$ cat config.mk
export PLATFORM = sky130hd
export DESIGN_NAME = icache_sram_ctrl
export DESIGN_NICKNAME = d
export VERILOG_FILES = /design/src/rtl/icache_sram_pkg.sv /design/src/rtl/icache_flush_seq.sv /design/src/rtl/icache_sram_ctrl.sv
export SDC_FILE = /design/constraint.sdc
export NUM_CORES = 1
export LEC_CHECK = 0
export ABC_CLOCK_PERIOD_IN_PS = 2500
export CORE_MARGIN = 3
export CORE_UTILIZATION = 42
export CTS_BUF_LIST = sky130_fd_sc_hd__clkbuf_4 sky130_fd_sc_hd__clkbuf_8
export DETAILED_ROUTE_END_ITERATION = 8
export HOLD_SLACK_MARGIN = 0.15
export PLACE_DENSITY = 0.82
export SLEW_MARGIN = 20
export SYNTH_ARGS = -nofsm -noshare
export SYNTH_HDL_FRONTEND = slang
export SYNTH_SLANG_ARGS = --single-unit
$ cat constraint.sdc
create_clock -name clk -period 2.5 [get_ports clk]
set_clock_uncertainty 0.15 [all_clocks]
set_input_delay 0.625 -clock clk [delete_from_list [all_inputs] [get_ports clk]]
set_output_delay 0.625 -clock clk [all_outputs]
set_load 0.05 [all_outputs]
$ cat src/rtl/icache_sram_pkg.sv
// Shared types and sizes for the instruction-cache SRAM controller slice.
// One 256x20 macro: write port 0 (refill/flush), read port 1 (lookup).
package icache_sram_pkg;

  localparam int DATA_WIDTH = 20;
  localparam int ADDR_WIDTH = 8;

  typedef logic [ADDR_WIDTH-1:0] sram_addr_t;
  typedef logic [DATA_WIDTH-1:0] sram_word_t;

  typedef enum logic {
    IDLE  = 1'b0,
    FLUSH = 1'b1
  } ctrl_state_e;

endpackage

$ cat src/rtl/icache_flush_seq.sv
// Flush sequencer: walks every SRAM address once, then pulses flush_done.
// Owns the IDLE/FLUSH state; the top uses flush_busy to steal port 0.
module icache_flush_seq
  import icache_sram_pkg::*;
#(
  parameter int CNT_WIDTH = ADDR_WIDTH
) (
  input  logic                 clk,
  input  logic                 rst_n,
  input  logic                 flush_req,
  output logic                 flush_busy,
  output logic                 flush_done,
  output logic [CNT_WIDTH-1:0] flush_addr
);

  ctrl_state_e          state;
  logic [CNT_WIDTH-1:0] cnt;
  logic                 last;

  assign last       = &cnt;
  assign flush_busy = (state == FLUSH);
  assign flush_addr = cnt;

  // NOTE: state registers use non-blocking assignments so every flop samples
  // pre-edge values; blocking here would create order-dependent races.
  always_ff @(posedge clk) begin
    if (!rst_n) begin
      state      <= IDLE;
      cnt        <= '0;
      flush_done <= 1'b0;
    end else begin
      flush_done <= (state == FLUSH) && last;
      case (state)
        IDLE: begin
          cnt <= '0;
          if (flush_req) state <= FLUSH;
        end
        FLUSH: begin
          // Terminal count returns to IDLE, so the wrap to 0 never starts a second pass.
          cnt <= cnt + 1'b1;
          if (last) state <= IDLE;
        end
        default: state <= IDLE;
      endcase
    end
  end

endmodule

$ cat src/rtl/icache_sram_ctrl.sv
// Shares one 1R1W SRAM macro between the lookup pipe (reads), the refill
// engine (writes) and the flush sequencer; same-address read/write is bypassed.
module icache_sram_ctrl #(
  parameter int                    DATA_WIDTH = icache_sram_pkg::DATA_WIDTH,
  parameter int                    ADDR_WIDTH = icache_sram_pkg::ADDR_WIDTH,
  parameter logic [DATA_WIDTH-1:0] FLUSH_WORD = '0
) (
  input  logic                  clk,
  input  logic                  rst_n,
  input  logic                  rd_valid,
  input  logic [ADDR_WIDTH-1:0] rd_addr,
  output logic                  rd_ready,
  output logic                  rsp_valid,
  output logic [DATA_WIDTH-1:0] rsp_data,
  input  logic                  wr_valid,
  input  logic [ADDR_WIDTH-1:0] wr_addr,
  input  logic [DATA_WIDTH-1:0] wr_data,
  output logic                  wr_ready,
  input  logic                  flush_req,
  output logic                  flush_busy,
  output logic                  flush_done,
  output logic                  sram_csb0,
  output logic [ADDR_WIDTH-1:0] sram_addr0,
  output logic [DATA_WIDTH-1:0] sram_din0,
  output logic                  sram_csb1,
  output logic [ADDR_WIDTH-1:0] sram_addr1,
  input  logic [DATA_WIDTH-1:0] sram_dout1
);

  logic                  idle;
  logic                  rd_fire;
  logic                  wr_fire;
  logic                  collide;
  logic [ADDR_WIDTH-1:0] flush_addr;
  logic                  byp_flag;
  logic [DATA_WIDTH-1:0] byp_data;
  logic [DATA_WIDTH-1:0] rsp_hold;
  logic [DATA_WIDTH-1:0] rsp_now;

  icache_flush_seq #(
    .CNT_WIDTH (ADDR_WIDTH)
  ) u_flush_seq (
    .clk        (clk),
    .rst_n      (rst_n),
    .flush_req  (flush_req),
    .flush_busy (flush_busy),
    .flush_done (flush_done),
    .flush_addr (flush_addr)
  );

  // Gating with rst_n keeps both chip selects high while reset is asserted.
  assign idle     = rst_n && !flush_busy;
  assign rd_ready = idle;
  assign wr_ready = idle;
  assign rd_fire  = rd_valid && rd_ready;
  assign wr_fire  = wr_valid && wr_ready;
  assign collide  = rd_fire && wr_fire && (rd_addr == wr_addr);

  // NOTE: every output gets a default before the branches; a path that left
  // one unassigned would infer a latch.
  always_comb begin
    sram_csb0  = 1'b1;
    sram_addr0 = '0;
    sram_din0  = '0;
    sram_csb1  = 1'b1;
    sram_addr1 = '0;
    if (rst_n && flush_busy) begin
      sram_csb0  = 1'b0;
      sram_addr0 = flush_addr;
      sram_din0  = FLUSH_WORD;
    end else if (wr_fire) begin
      sram_csb0  = 1'b0;
      sram_addr0 = wr_addr;
      sram_din0  = wr_data;
    end
    if (rd_fire && !collide) begin
      sram_csb1  = 1'b0;
      sram_addr1 = rd_addr;
    end
  end

  assign rsp_now  = byp_flag ? byp_data : sram_dout1;
  // Live macro data during the response cycle, captured copy afterwards.
  assign rsp_data = rsp_valid ? rsp_now : rsp_hold;

  always_ff @(posedge clk) begin
    if (!rst_n) begin
      rsp_valid <= 1'b0;
      byp_flag  <= 1'b0;
      byp_data  <= '0;
      rsp_hold  <= '0;
    end else begin
      rsp_valid <= rd_fire;
      byp_flag  <= collide;
      if (collide)   byp_data <= wr_data;
      if (rsp_valid) rsp_hold <= rsp_now;
    end
  end

endmodule
### Word-level counts from Yosys, hierarchy flattened

Index checks and enable logic that the tools add are counted.

* RAM bits: 0
* register bits: 52
* memories: 0
* bits in latches: 0
* logic and storage cells: 35
* output and inout port bits: 63
* memory bits (read-only): 0
* input port bits: 61

* reductions and logical operators: 11
* muxes and demuxes: 14
* bitwise operators: 1
* equal/unequal tests: 1
* order comparisons: 0
* multiply operators: 0
* $add $sub $neg: 1
* div/mod/pow operators: 0
* shift operators: 0

Operators with widths (number)
* 2-to-1 mux 20 bit: 4
* 2-to-1 mux 8 bit: 3
* one-hot mux 8 bit (2 select lines): 1
* adder 8 x 1 -> 8 bit, second input constant: 1
* == test 8 bit: 1
* logical AND 1 bit: 8
* AND reduction 8 bit: 1
* 2-to-1 mux 1 bit: 5
* logical NOT 1 bit: 2
* one-hot mux 1 bit (2 select lines): 1
* NOT 1 bit: 1

### Depth between registers and ports, before layout

* word-level depth: 8
* gate-level depth with buffers: 6
* depth with buffers taken out: 4

### By module

A second synthesis with hierarchy kept.

* cells, all modules: 319
* area, all modules: 2677.6 µm²

Modules (own cells, without submodules)
* icache_sram_ctrl: cells each 279, instances 1, seq. area each 840.8 µm², area an instance 2298.5 µm²
* icache_flush_seq: cells each 40, instances 1, seq. area each 200.2 µm², area an instance 379.1 µm²

### Worst setup path after synthesis

No wires, ideal clock.

* path type: reg-to-output
* start: register u_flush_seq.state, in the netlist u_flush_seq.flush_busy
* end: output sram_din0[10]
* stages on the path, launching flop included: 5
* data arrival time: 2.028 ns
* path buffers: 2
* path slack: -0.303 ns
* required time: 1.725 ns
* path through: dfxtp_1 buf_2 nor2_1 clkbuf_1 and3_1

* cells in the longest elaborated chain, start to end: 5
* elaborated cells between the ends (all ways): 6
* those cells by class: mux: 2; reduce/logical: 4

RTL lines
* start: declaration: line icache_flush_seq.sv:16 `ctrl_state_e state;`
* start signal: assignment: line icache_flush_seq.sv:28 `state <= IDLE;`
* start signal: assignment: line icache_flush_seq.sv:36 `if (flush_req) state <= FLUSH;`
* start signal: assignment: line icache_flush_seq.sv:41 `if (last) state <= IDLE;`
* logical NOT 1 bit: line icache_sram_ctrl.sv:52 `assign idle = rst_n && !flush_busy;`
* logical AND 1 bit: line icache_sram_ctrl.sv:52
* net rd_ready: line icache_sram_ctrl.sv:12 `output logic rd_ready,`
* logical AND 1 bit: line icache_sram_ctrl.sv:56 `assign wr_fire = wr_valid && wr_ready;`
* 2-to-1 mux 20 bit: line icache_sram_ctrl.sv:71 `end else if (wr_fire) begin`
* 2-to-1 mux 20 bit: line icache_sram_ctrl.sv:67 `if (rst_n && flush_busy) begin`
* end: declaration: line icache_sram_ctrl.sv:24 `output logic [DATA_WIDTH-1:0] sram_din0,`

The timed path passes the listed nets, and every way through them passes these cells.

### Worst setup path in the final report

* start: input wr_addr[4]
* end: output sram_addr1[2]

* cells in the longest elaborated chain, start to end: 5

RTL lines
* start: declaration: line icache_sram_ctrl.sv:16 `input logic [ADDR_WIDTH-1:0] wr_addr,`
* == test 8 bit: line icache_sram_ctrl.sv:57 `assign collide = rd_fire && wr_fire && (rd_addr == wr_addr);`
* logical AND 1 bit: line icache_sram_ctrl.sv:57
* logical NOT 1 bit: line icache_sram_ctrl.sv:76 `if (rd_fire && !collide) begin`
* logical AND 1 bit: line icache_sram_ctrl.sv:76
* 2-to-1 mux 8 bit: line icache_sram_ctrl.sv:76
* end: declaration: line icache_sram_ctrl.sv:26 `output logic [ADDR_WIDTH-1:0] sram_addr1,`

No other way between the ends.

==> metrics <==
outcome finished, violations left; failing checks setup timing; area of the die 7270 um^2; TritonCTS buffer count 5; RSZ-0062 raised after global routing true; I/O pins 124; Post-Synth Simple-Gate Area 25.8%; ys flop type dfxtp_1; FF/Latch Area 1040 um^2; TritonCTS clock tree done; slowest CP cell and4_4; Clock Tree Root clkbuf_8; Port Buffer Count 123; Final Max Tran Viols 0; syn avg cell area 8.49 um^2; global-route wire length before repair 14400 um; cell taking the most area after synthesis dfxtp_1; Clock Latency Late Sink 310 ps; Yosys top cell area share 39.4%; Layout area overhead 88.7%; Post-Syn Area 2640 um^2; top cells by count, synth 52 x dfxtp_1, 41 x a21oi_1, 32 x and3_1; number of enable flip-flop cells after synthesis 0; CP max stage delay 280 ps; critical path fanouts, max 6; CTS Hold Bufs 0; Avg WL per Cell 17.1 um; Synth warnings 0; met1 wire length 3420 um; Nets 512; vias per inst 5.44; XOR/XNOR share of the synthesized area 4.64%; top-count cell post-synth dfxtp_1; Top delay family on crit path simple AND/OR/NAND/NOR gates; core box area 5990 um^2; Synth Area in Adders 0.474%; die span in x 85.3 um; worst slew pin tran 500 ps; RD Place Congestion 0.805; Top Metal Used met4; crit start category input pin; WS Path Type in -> out; Final Hold Vio Count 0; Syn Nets 373; share of cells above drive strength 1 40.1%; worst hold path type reg -> reg; GRT Resource Usage Total 24.6%; Layout fillers 356; crit path cell chain buf_4 > xnor2_2 > and4_4 > nand3_4 > buf_6 > and3_4 > buf_8; floorplan row count 28; # setup viols final 3; DRT iter0 DRCs 130; Final ANT Viol Nets 0; Multi-input gate area 1680 um^2; drt pass-1 iters 4; met2 wire length 4790 um; worst path bufs/invs 3; Async SR Flop Fraction 0%; clk buf depth 2; fin worst setup slack -44.8 ps; Synth Register Bits 52; main combinational cell family by area after synthesis simple AND/OR/NAND/NOR gates; largest net degree at the start of global routing 42; top cells by area, synth dfxtp_1 39%, a21oi_1 7.8%, and3_1 7.6%, mux2i_1 7.6%, o31ai_1 5.7%; clock net sink count 52; Leak Pwr 2.00 nW; Compound-Gate Fraction of Synth Area 16.3%; Total Routed Length 8990 um; FMAX 393 MHz; CTS clk-pin slew, worst paths 80 ps; fin crit period 2540 ps; synth unique cells 26; Tot Pwr 0.00222 W; met3 wire length 561 um; H-tree depth 2; Req. time, crit path 1730 ps; Post-DP HPWL 6710 um; fin area 4980 um^2; vias in the first global route 2947; PD cells 445 nW/um^2; CP endpoint kind primary output; grt ovf 0; Peak supply drop 0.292 mV; Antenna diodes 0; Die Span Y 85.3 um; Worst slew margin 66.6%; via count 2863; Remaining DRCs 0; crit path DAT 1770 ps; antenna violations before repair 0; placed inst area 4630 um^2; initial core utilization 44.1%; fin crit share 102%; mux cell area share after synthesis 7.58%; register area share after synthesis 39.4%; max-cap violations 0; Post-Syn Instances 311
-- cells in the final DEF, fill, tap and decap left out, types with 2 or more instances in the layout --
cell             count
buf_12              53
dfxtp_1             51
clkdlybuf4s50_1     42
buf_4               42
nor2_1              30
nand4_1             22
and2_1              21
a21oi_1             21
mux2i_1             20
a21oi_2             20
o31ai_1             20
and3_1              16
and3_2              13
buf_6               13
a22o_1               7
clkbuf_8             5
buf_2                5
buf_8                5
xnor2_2              4
xnor2_4              4
nand2_1              4
nand3_1              4
xor2_1               4
and3_4               3
inv_2                2
and2_4               2
and4_4               2
xnor2_1              2
-- flip-flops by register name, indices dropped and copies added (netlist names) --
name                    flops
byp_data                   20
byp_flag                    1
rsp_hold                   20
rsp_valid                   1
u_flush_seq.flush_addr      8
u_flush_seq.flush_busy      1
u_flush_seq.flush_done      1
-- final cells by class --
type / instances / share of cell area (%)
clock buffer: 6 / 1.53
clock inverter: 2 / 0.327
inverter: 2 / 0.151
multi-input combinational: 226 / 33.6
sequential: 52 / 20.9
tap: 75 / 1.88
timing repair buffer: 163 / 41.5
-- metal layers --
layer	track usage, %	vias up
li1	-	1412
met1	28.0	1335
met2	44.0	97
met3	6.50	19
met4	8.78	0
met5	0	-
-- worst reg2reg max path: stages, from the launching register on --
cell and delay [ps]:
dfxtp_1 310, and3b_1 250, buf_4 200, nand4_1 120, buf_4 230, o31ai_1 230
a21oi_1 110
-- path summary, 6_finish.rpt --
path,startpoint,endpoint,slack (ps),cells after the start
worst max-delay path,wr_addr[4],sram_addr1[2],-40,7
worst min-delay path,byp_data[15],byp_data[15],330,2
worst max register to register,u_flush_seq.flush_busy,byp_data[11],790,6
worst min register to register,byp_data[15],byp_data[15],330,2
-- power by group --
group	switching, W	total, W	internal, W	leakage, nW
sequential	0.00000907	0.000861	0.000852	0.423
clock	0.000280	0.000490	0.000210	0.0448
combinational	0.000448	0.000864	0.000416	1.53
-- repair_timing --
action,CTS,global route
pin swaps,15,10
resized for setup,102,24
setup endpoints to repair,40,34
setup buffers,8,5
-- through the flow --
| step | hold WS (ps) | utilization (%) | instances | worst slack (ps) | setup TNS, ps |
|---|---|---|---|---|---|
| 2_1_floorplan | 294 | - | 311 | -5.04 | -5.04 |
| 3_3_place_gp | 311 | 77.3 | 505 | -435 | -11320 |
| 3_5_place_dp | 325 | 77.3 | 505 | -486 | -12560 |
| 4_1_cts | 336 | 81.0 | 521 | 1.81 | 0 |
| 5_1_grt | 356 | 83.1 | 526 | -81.3 | -378 |
| 6_report | 332 | 83.1 | 526 | -44.8 | -119 |
-- logic make-up after synthesis --
kind of cell,Yosys count
buf+inv,33
fa+ha+maj,1
mux,20
xor+xnor,14
flops,52
simple gates,121
compound gates,70
No activity file was read; power rests on OpenSTA's default activity.
==> variant 1: new RTL, config.mk and constraints unchanged <==
The package constant `DATA_WIDTH` goes from 20 to 16.
--- a/src/rtl/icache_sram_pkg.sv
+++ b/src/rtl/icache_sram_pkg.sv
@@ -2,7 +2,7 @@
 // One 256x20 macro: write port 0 (refill/flush), read port 1 (lookup).
 package icache_sram_pkg;
 
-  localparam int DATA_WIDTH = 20;
+  localparam int DATA_WIDTH = 16;
   localparam int ADDR_WIDTH = 8;
 
   typedef logic [ADDR_WIDTH-1:0] sram_addr_t;
Interface: changed (resized rsp_data, sram_din0, sram_dout1 and wr_data); port bits go from 124 to 108. The function was not compared with the original's and may differ.
==> variant 1 against the original RTL <==
- worst setup slack better by 0.051 ns
- non-clock buffer count decreased by 18
- maximum frequency is 2.1% higher
- synthesized area is 14% lower
- sequential share of layout area is 0.27 points lower
- worst hold slack improved by 0.015 ns
- register-to-register slack got worse by 0.05 ns
- final area is 14% lower
- count of clock-buffer cells in the layout is the same
- total power down 7.3%
- sequential cell count decreased by 8
- wire length grew 0.32%
- die area is 13% lower
==> variant 1: results (changes against the original RTL) <==
largest net degree at the start of global routing=34 (-19%); number of nets in the layout=448 (-13%); run status=finished, final reports clean; post-synthesis compound-gate area fraction=0.1595 (-0.003565); library cells used by synthesis=27 (+3.8%); synth cell count leaders=dfxtp_1, a21oi_1, and3_1, nor2_1, and2_1; static leakage power=1.747 nW (-12%); Worst R2R Path Depth=6 (unchanged); Worst-Margin Slew=0.5165 ns (+0.01670 ns); total length of routed wires=9.023 mm (+0.32%); fin cells=465 (-12%); post-synthesis mux area share=0.07087 (-0.004955); placed wire-length estimate after detailed placement=5.946 mm (-11%); Post-Syn Nets=320 (-14%); proportion of layout cells with a drive suffix above 1=0.4101 (+0.008796); Clk Latency, worst-skew pair=0.31 ns (about the same); XOR/XNOR Fraction of Synth Area=0.05426 (+0.007818); synthesized area divided by synthesized cell count=8.495 sq um (about the same); Hold Path Depth=2 (unchanged); number of buffers between clock root and the deepest sink=2 (unchanged); via/cell ratio=5.770 (+6.0%); wire length of the first global-routing pass=13.17 mm (-8.4%); 1st-iter DRT viols=215 (+65%); Area after DPL=3971 sq um (-14%); overall routing resource usage=0.2726 (+0.02651); Area contributors post-synth=dfxtp_1, and3_1, a21oi_1; placed cell count=444 (-12%); total iterations of the first detailed-routing run=5 (+1); H-Tree Level Count=2 (unchanged); maximum fanout along the worst path=5 (-1); GP Congestion=0.8274 (+2.7%); VDD IR max=0.2774 mV (-5.0%); fraction of the mapped netlist area in adder cells=0.005537 (+0.0007978); Filler Cells Inserted=291 (-18%); register area share after synthesis=0.3898 (-0.004501); number of global-route vias before repair=2649 (-10%); total net switching power=0.6580 mW (-11%); count of input and output buffers=107 (-13%)
[variant 1: cell types whose count changed after synthesis, sizes merged]
cell | before | now
clkbuf | 19 | 13
and4 | 3 | 2
and2 | 23 | 19
a21oi | 41 | 33
o31ai | 20 | 16
nand3 | 5 | 6
and3 | 32 | 28
mux2i | 20 | 16
nand4 | 22 | 18
nor2 | 31 | 28
dfxtp | 52 | 44
[variant 1: final timing paths]
kind                                             start             to  slack [ns]
worst max-delay path                        rd_addr[4]  sram_addr1[3]       0.006
worst min-delay path                      byp_data[12]   byp_data[12]        0.35
worst min register to register            byp_data[12]   byp_data[12]        0.35
worst max register to register  u_flush_seq.flush_busy   byp_data[10]        0.74
[variant 1: cells by family after synthesis]
family	after synthesis
flops	44
fa+ha+maj	1
buf+inv	27
simple gates	106
compound gates	58
xor+xnor	14
mux	16
[variant 1: what timing repair did]
action	in CTS	in global routing
gates cloned	1	0
resized for setup	99	9
pin swaps	18	8
buffers inserted	9	3
endpoints found under the setup margin	36	15
hold buffers	0	0
[variant 1: through the flow]
step	hold WS (ns)	total power, mW	utilization	setup WS [ns]
5_1_grt	0.3484	2.107	0.8308	-0.02453
3_5_place_dp	0.3288	1.430	0.7726	-0.5793
6_report	0.3478	2.054	0.8308	0.006327
3_3_place_gp	0.3143	1.417	0.7726	-0.4817
2_1_floorplan	0.2980	1.069	-	-0.1399
4_1_cts	0.3415	2.027	0.8242	0.007216
[variant 1: worst max-delay path, stage by stage]
cell	delay [ns]
buf_2	0.12
xnor2_2	0.20
and4_4	0.29
nand3_4	0.10
and3_2	0.23
buf_6	0.15
[variant 1: layout make-up]
type | count | area [sq um] | area share
Clock buffer | 6 | 82.58 | 0.01934
Clock inverter | 2 | 38.79 | 0.009083
Inverter | 2 | 7.507 | 0.001758
Multi-Input combinational cell | 196 | 1431 | 0.3352
Sequential cell | 44 | 882.1 | 0.2066
Tap cell | 70 | 87.58 | 0.02051
Timing Repair Buffer | 145 | 1740 | 0.4076
[variant 1: routing by layer]
| layer | wire length (um) | global-route usage | vias to the layer above |
|---|---|---|---|
| li1 | - | - | 1222 |
| met3 | 735 | 0.07710 | 21 |
| met2 | 4595 | 0.4680 | 151 |
| met1 | 3501 | 0.3294 | 1289 |
| met5 | 0 | 0 | - |
| met4 | 191 | 0.08247 | 0 |
[variant 1: power groups by stage]
| stage | combinational [mW] | clock [mW] | sequential (mW) |
|---|---|---|---|
| floorplan | 0.319 | 0 | 0.750 |
| global placement | 0.674 | 0 | 0.744 |
| detailed placement | 0.685 | 0 | 0.745 |
| CTS | 0.721 | 0.578 | 0.728 |
| global route | 0.766 | 0.610 | 0.731 |
| finish | 0.739 | 0.585 | 0.729 |
==> variant 2: new RTL, config.mk and constraints unchanged <==
Without the edit above. Make the reset (`rst_n`) asynchronous in 2 clocked blocks.
--- a/src/rtl/icache_flush_seq.sv
+++ b/src/rtl/icache_flush_seq.sv
@@ -23,7 +23,7 @@
 
   // NOTE: state registers use non-blocking assignments so every flop samples
   // pre-edge values; blocking here would create order-dependent races.
-  always_ff @(posedge clk) begin
+  always_ff @(posedge clk or negedge rst_n) begin
     if (!rst_n) begin
       state      <= IDLE;
       cnt        <= '0;
--- a/src/rtl/icache_sram_ctrl.sv
+++ b/src/rtl/icache_sram_ctrl.sv
@@ -83,7 +83,7 @@
   // Live macro data during the response cycle, captured copy afterwards.
   assign rsp_data = rsp_valid ? rsp_now : rsp_hold;
 
-  always_ff @(posedge clk) begin
+  always_ff @(posedge clk or negedge rst_n) begin
     if (!rst_n) begin
       rsp_valid <= 1'b0;
       byp_flag  <= 1'b0;
Check against the original RTL: differs if rst_n is asserted again (counterexample within 4 cycles, from zero or initial values and one cycle with rst_n low); with rst_n held inactive, the same outputs for 10 cycles.
==> variant 2 against the original RTL <==
- the flow still finishes with violations (setup timing)
- via count fell by 18%
- final area is 3.9% higher
- clock power up 22%
- worst setup slack improved by 0.033 ns
- first-iteration DRC count is 44% lower
- total power rose by 16%
- synthesized area increased by 3.2%
- synthesized cell count down 23%
- wire length is 3.4% lower
- global-route usage fell by 1.2 points
- sequential cell count unchanged
- largest cell class unchanged
==> variant 2: results (changes against the original RTL) <==
run status=finished with violations; violated checks=setup timing; endpoint of the worst setup timing path=sram_addr1[3]; maximum fanout along the worst path=5 (-1); 1st-iter DRT viols=73 (-44%); worst hold-check path type=input port to asynchronous set/reset pin; leading register cell type out of synthesis=dfrtp_1; sequential share of cell area=0.2513 (+0.04209); via/cell ratio=5.069 (-6.9%); Worst-Margin Slew=0.5000 ns (+0.0001146 ns); total net switching power=0.8193 mW (+11%); Area after DPL=4881 sq um (+5.4%); buffer count excluding the clock tree in the final layout=159 (-2.5%); library cells used by synthesis=31 (+19%); register-to-register setup slack=0.35 ns (-0.44 ns); FFs w/ async S/R, synth=1.000 (+1.000); number of global-route vias before repair=2673 (-9.3%); number of nets in the layout=451 (-12%); Finish-stage setup viols=5 (+2); largest power group=registers; end of the worst register-to-register path=byp_data[8]; GP Congestion=0.7743 (-3.8%); total length of routed wires=8.688 mm (-3.4%); Area Growth Syn to Fin=89.99%; proportion of layout cells with a drive suffix above 1=0.5026 (+0.1012); worst slack at placement=-0.5019 ns (-0.01609 ns); wire length of the first global-routing pass=13.61 mm (-5.3%); register area share after synthesis=0.4775 (+0.08319); Filler Cells Inserted=308 (-13%); final-layout setup total negative slack=-0.03012 ns (+0.08882 ns); footprint of the multi-input gates=1535 sq um (-8.4%); Worst R2R Path Depth=7 (+1); VDD IR max=0.4556 mV (+56%); combinational cell fraction of total power=0.379 (-0.011); Hold Slack=0.1874 ns (-0.1450 ns); Met3 Wirelength=491 um (-12%); final setup margin=-0.01131 ns (+0.03349 ns); synthesized area divided by synthesized cell count=11.45 sq um (+35%); source of the worst register-to-register timing path=u_flush_seq.flush_busy; Post-Syn Nets=300 (-20%); synth cell count leaders=dfrtp_1, and3_1, nor2_1
## variant 2: changes by cell type in the layout (fill, tap and decap cells not counted), moves of 13 or more
cell | before | now
and3_2 | 13 | 0
o31ai_1 | 20 | 0
mux2_4 | 0 | 20
dfrtp_1 | 0 | 52
and2_1 | 21 | 7
a21oi_1 | 21 | 0
dfxtp_1 | 51 | 0
nand4_1 | 22 | 0
## variant 2: cells by family (layout without fill, tap and decap cells)
kind of cell,count (synthesis),count (layout),synth area share
muxes,40,40,0.1837
AOI/OAI and AO/OA,30,31,0.06658
and+or+nand+nor,83,83,0.1786
adders and majority gates,1,1,0.004591
buffers and inverters,18,169,0.03306
xor gates and xnor gates,14,14,0.05602
DFF,52,52,0.4775
## variant 2: repair_timing
item | 4_1_cts | 5_1_grt
endpoints found under the setup margin | 38 | 12
gates resized for setup | 79 | 36
buffers inserted | 7 | 2
gates cloned | 1 | 0
pin swaps | 21 | 17
